File: src/rtl/mux_sel_sched.sv
// mux_sel_sched: round-robin select sequencer for the tri-state 4:1 mux stage.
// It grants one requesting channel at a time for DWELL cycles and drives the
// S0/S1 mux selects with the code for that channel. sel_valid marks the cycles
// where z may be sampled. Every output is registered.
// Optional feature: defining MUX_SEL_BBM_EN enables break-before-make. With it,
// a channel switch inserts one GAP cycle. During GAP the selects already carry
// the new code, but sel_valid and grant stay low.
module mux_sel_sched #(
    parameter int DWELL = 4,
    parameter int CNT_W = 4
) (
    input  logic       clk,
    input  logic       rst,
    input  logic [3:0] req,
    output logic       S0,
    output logic       S1,
    output logic       sel_valid,
    output logic [3:0] grant,
    output logic       busy
);

`ifdef MUX_SEL_BBM_EN
    typedef enum logic [1:0] {ST_IDLE = 2'd0, ST_HOLD = 2'd1, ST_GAP = 2'd2} state_t;
`else
    typedef enum logic [1:0] {ST_IDLE = 2'd0, ST_HOLD = 2'd1} state_t;
`endif

    localparam logic [CNT_W-1:0] RELOAD = CNT_W'(DWELL - 1);

    state_t           state_q, state_d;
    logic [1:0]       ch_q, ch_d;
    logic [1:0]       last_q, last_d;
    logic [CNT_W-1:0] cnt_q, cnt_d;
    logic             s0_q, s0_d;
    logic             s1_q, s1_d;
    logic             sel_valid_q, sel_valid_d;
    logic [3:0]       grant_q, grant_d;
    logic             busy_q, busy_d;

    logic [1:0]       nxt;
    logic             expire;

    // Pick the first requester after 'base'. The scan wraps, so 'base'
    // itself is checked last.
    function automatic logic [1:0] rr_pick(input logic [3:0] r, input logic [1:0] base);
        logic [1:0] idx;
        logic       found;
        rr_pick = base;
        found   = 1'b0;
        for (int i = 1; i <= 4; i++) begin
            idx = base + 2'(i);
            if (!found && r[idx]) begin
                rr_pick = idx;
                found   = 1'b1;
            end
        end
    endfunction

    // Next-state logic. The request vector is only looked at in IDLE and at
    // the expiry cycle of a HOLD, so a new request never preempts a grant.
    always_comb begin
        state_d     = state_q;
        ch_d        = ch_q;
        last_d      = last_q;
        cnt_d       = cnt_q;
        s0_d        = s0_q;
        s1_d        = s1_q;
        sel_valid_d = sel_valid_q;
        grant_d     = grant_q;
        nxt         = rr_pick(req, last_q);
        expire      = (cnt_q == '0) || !req[ch_q];

        case (state_q)
            ST_IDLE: begin
                if (|req) begin
                    state_d     = ST_HOLD;
                    ch_d        = nxt;
                    last_d      = nxt;
                    cnt_d       = RELOAD;
                    sel_valid_d = 1'b1;
                    grant_d     = 4'b0001 << nxt;
                    s0_d        = nxt[1];
                    s1_d        = nxt[0];
                end
            end
            ST_HOLD: begin
                if (!expire) begin
                    cnt_d = cnt_q - 1'b1;
                end else if (req == 4'b0000) begin
                    // Selects keep their last code in IDLE.
                    state_d     = ST_IDLE;
                    sel_valid_d = 1'b0;
                    grant_d     = 4'b0000;
                end else if (nxt == ch_q) begin
                    // Only the current channel is still asking: re-grant it
                    // seamlessly.
                    cnt_d = RELOAD;
                end else begin
`ifdef MUX_SEL_BBM_EN
                    // Close the window now, but drive the new code so the
                    // tri-state nets settle before the window reopens.
                    state_d     = ST_GAP;
                    ch_d        = nxt;
                    last_d      = nxt;
                    sel_valid_d = 1'b0;
                    grant_d     = 4'b0000;
                    s0_d        = nxt[1];
                    s1_d        = nxt[0];
`else
                    ch_d        = nxt;
                    last_d      = nxt;
                    cnt_d       = RELOAD;
                    grant_d     = 4'b0001 << nxt;
                    s0_d        = nxt[1];
                    s1_d        = nxt[0];
`endif
                end
            end
`ifdef MUX_SEL_BBM_EN
            ST_GAP: begin
                state_d     = ST_HOLD;
                cnt_d       = RELOAD;
                sel_valid_d = 1'b1;
                grant_d     = 4'b0001 << ch_q;
            end
`endif
            default: begin
                state_d = ST_IDLE;
            end
        endcase

        busy_d = (state_d != ST_IDLE);
    end

    // State and output registers. Reset is asynchronous, and after reset
    // arbitration starts at channel 0.
    always_ff @(posedge clk or posedge rst) begin
        if (rst) begin
            state_q     <= ST_IDLE;
            ch_q        <= 2'd0;
            last_q      <= 2'd3;
            cnt_q       <= '0;
            s0_q        <= 1'b0;
            s1_q        <= 1'b0;
            sel_valid_q <= 1'b0;
            grant_q     <= 4'b0000;
            busy_q      <= 1'b0;
        end else begin
            state_q     <= state_d;
            ch_q        <= ch_d;
            last_q      <= last_d;
            cnt_q       <= cnt_d;
            s0_q        <= s0_d;
            s1_q        <= s1_d;
            sel_valid_q <= sel_valid_d;
            grant_q     <= grant_d;
            busy_q      <= busy_d;
        end
    end

    assign S0        = s0_q;
    assign S1        = s1_q;
    assign sel_valid = sel_valid_q;
    assign grant     = grant_q;
    assign busy      = busy_q;

endmodule

File: config.mk
export PLATFORM = sky130hd
export DESIGN_NAME = mux_sel_sched
export DESIGN_NICKNAME = d
export VERILOG_FILES = /design/src/rtl/mux_sel_sched.sv
export SDC_FILE = /design/constraint.sdc
export NUM_CORES = 1
export LEC_CHECK = 0
export CAP_MARGIN = 10
export CORE_UTILIZATION = 51
export DETAILED_ROUTE_END_ITERATION = 12
export PLACE_DENSITY = 0.76
export SKIP_CTS_REPAIR_TIMING = 1
export SLEW_MARGIN = 20
export SYNTH_ARGS = -nofsm -noshare
export SYNTH_HDL_FRONTEND = slang
export SYNTH_SLANG_ARGS = --single-unit
File: constraint.sdc
create_clock -name clk -period 2.2 [get_ports clk]
set_input_delay 0.44 -clock clk [delete_from_list [all_inputs] [get_ports clk]]
set_output_delay 0.44 -clock clk [all_outputs]
set_load 0.02 [all_outputs]
==> run_results.csv <==
group,metric,value,unit
run_status,outcome,"completed",
synth,syn_avg_cell_area,10.7,um^2
critical_path,cp.arrival,2300,ps
drt,postRouteAntennaNets,0,
global_route,grtUsageTotal,0.209,
global_route,grt_pass1_wl,2930,um
drt,drcViolationCount,0,
floorplanning,ioPinCount,14,
drt,drt-wirelength-per-cell,14.1,um
timing,setup_viol,0,
synth,syn_inst,85,
timing,worstMarginPinSlew,593,ps
drt,wirelength,1770,um
drt,met2_length,850,um
timing,slew_headroom,0.604,
finish,fill_cells,111,
timing,max_freq,0.471,GHz
timing,finClkSkew,7.09,ps
drt,wl_met3,80,um
place,dpl.cell_count,122,
synth,synthArstFlopShare,1.00,
clocking,cts_tree,"built",
drt,vias_per_cell,5.56,
clocking,clock_latency,280,ps
critical_path,worstPathMaxFanout,5,
finish,final_common_cell,"dfrtp_1",
timing,fin_crit_sh,0.964,
global_route,first_global_vias,656,
power_and_ir_drop,total_leakage_power,0.544,nW
global_route,grt_max_degree,17,
floorplanning,initial_core_util,0.576,
drt,drtIter0Drc,15,
floorplanning,core,0.00158,mm^2
global_route,gr-total-overflow,0,
critical_path,startpoint_type,"input port",
power_and_ir_drop,peakVddDrop,0.000794,V
drt,wl_met1,815,um
critical_path,path_class,"in -> reg",
drt,vias,701,
clocking,clock-root-buffer,"clkbuf_4",
synth,netlist_area,908,um^2
timing,grt_setup_unrepaired,"no",
timing,final_max_slew_viol_count,0,
finish,fin_util,0.728,
synth,ys_ff_latch,16,
synth,synth_cell_types,35,
drt,highest_layer,"met4",
clocking,cts_max_level,1,
drt,firstDrtPassIters,6,
finish,finalNetCount,118,
power_and_ir_drop,p_per_area,1210,mW/mm^2
synth,synthFlopType,"dfrtp_1",
global_route,antenna_found_initial,0,
clocking,cts_buffers,3,
clocking,cts.path.max_buffers,2,
floorplanning,die_h,44.2,um
place,portBuffers,13,
synth,ys_warn_count,0,
critical_path,crit_path_end_kind,"flip-flop",
synth,synth_edf_count,0,
finish,antenna_cells,0,
finish,areaGrowthSynthToFinish,26.3,%
finish,layoutNonFillerInstCount,126,
clocking,cts.sink_count,16,
finish,final_cell_mix,"dfrtp_1, clkdlybuf4s50_1, nand2_1",
timing,hold_viol_final,0,
floorplanning,num_rows,14,
clocking,cts.clk_slew.worst_paths,100,ps
job,drv_cap,0,
synth,synth_seq_area_share,0.444,
critical_path,required,2380,ps
place,place.gp.congestion,0.796,
finish,drive_above_1_share,0.273,
floorplanning,die_area,0.00195,mm^2
timing,min_period,2120,ps
place,hpwl,1390,um
floorplanning,die_x,44.2,um
worst_hold_path,min_path_type,"reg -> reg",
synth,syn-num-nets,92,
synth_stat cells (2+ instances only):
master / n / share of area
nand2_1: 11 / 0.045
inv_1: 7 / 0.029
mux2_4: 4 / 0.066
a21o_1: 4 / 0.033
nand3_1: 2 / 0.011
nand2b_1: 2 / 0.014
o21ai_0: 5 / 0.028
nor2_1: 7 / 0.029
buf_6: 2 / 0.025
dfrtp_1: 14 / 0.39
mux2_1: 2 / 0.025
dfstp_2: 2 / 0.058
layout make-up:
cell class                 count  area (um^2)  area share
multi-input combinational     59          450       0.393
sequential                    16          403       0.351
timing repair buffer          23          205       0.179
clock buffer                   4         36.3      0.0316
inverter                       8         32.5      0.0284
tap                           16         20.0      0.0174
kinds of logic after synthesis:
logic type,Yosys count,share of synthesized area
and+or+nand+nor,31,0.174
AOI/OAI and AO/OA,17,0.168
DFF,16,0.444
buffers and inverters,10,0.0606
muxes,8,0.127
adders and majority gates,1,0.0138
other,1,0.00413
xor gates and xnor gates,1,0.00964
final timing paths:
path	end	cells past startpoint	slack (ps)	startpoint
max	grant[2]	7	80	req[1]
min	cnt_q[3]	1	480	cnt_q[3]
max reg2reg	grant[2]	6	210	last_q[1]
min reg2reg	cnt_q[3]	1	480	cnt_q[3]
max in group asynchronous	S0	2	1300	rst
min in group asynchronous	grant[0]	2	510	rst
per-layer routing:
metal / vias to the layer above / track usage
met5: - / 0
met3: 4 / 0.0367
li1: 335 / -
met4: 0 / 0.0727
met1: 341 / 0.279
met2: 21 / 0.344
stage by stage:
stage / hold WS, ps / area (um^2) / power (mW) / setup WS, ps / setup TNS, ps
after floorplan: 352 / 908 / 0.966 / 279 / 0
after global placement: 465 / 1110 / 1.17 / -162 / -930
after detailed placement: 477 / 1110 / 1.20 / -204 / -1070
after CTS: 489 / 1150 / 1.39 / 86.0 / 0
after global routing: 534 / 1150 / 1.47 / 2.99 / 0
final: 485 / 1150 / 1.39 / 78.5 / 0
critical path, stage by stage:
cell and delay (ps):
clkdlybuf4s50_1 500, nor4_2 410, or2_1 230, inv_4 40, o21ai_2 170, o221ai_4 180
mux2_4 330
sequential cells by signal, indices dropped and copies added (netlist names):
signal     count
S0             1
busy           1
ch_q           1
cnt_q          4
grant          4
last_q         2
sel_valid      1
state_q        2
power breakdown:
group          total (mW)  internal, mW  switching [mW]
Clock               0.193         0.101          0.0929
Combinational       0.710         0.375           0.335
Sequential          0.482         0.396          0.0861
Total                1.39         0.872           0.514
Power figures use the tool's default switching activity.
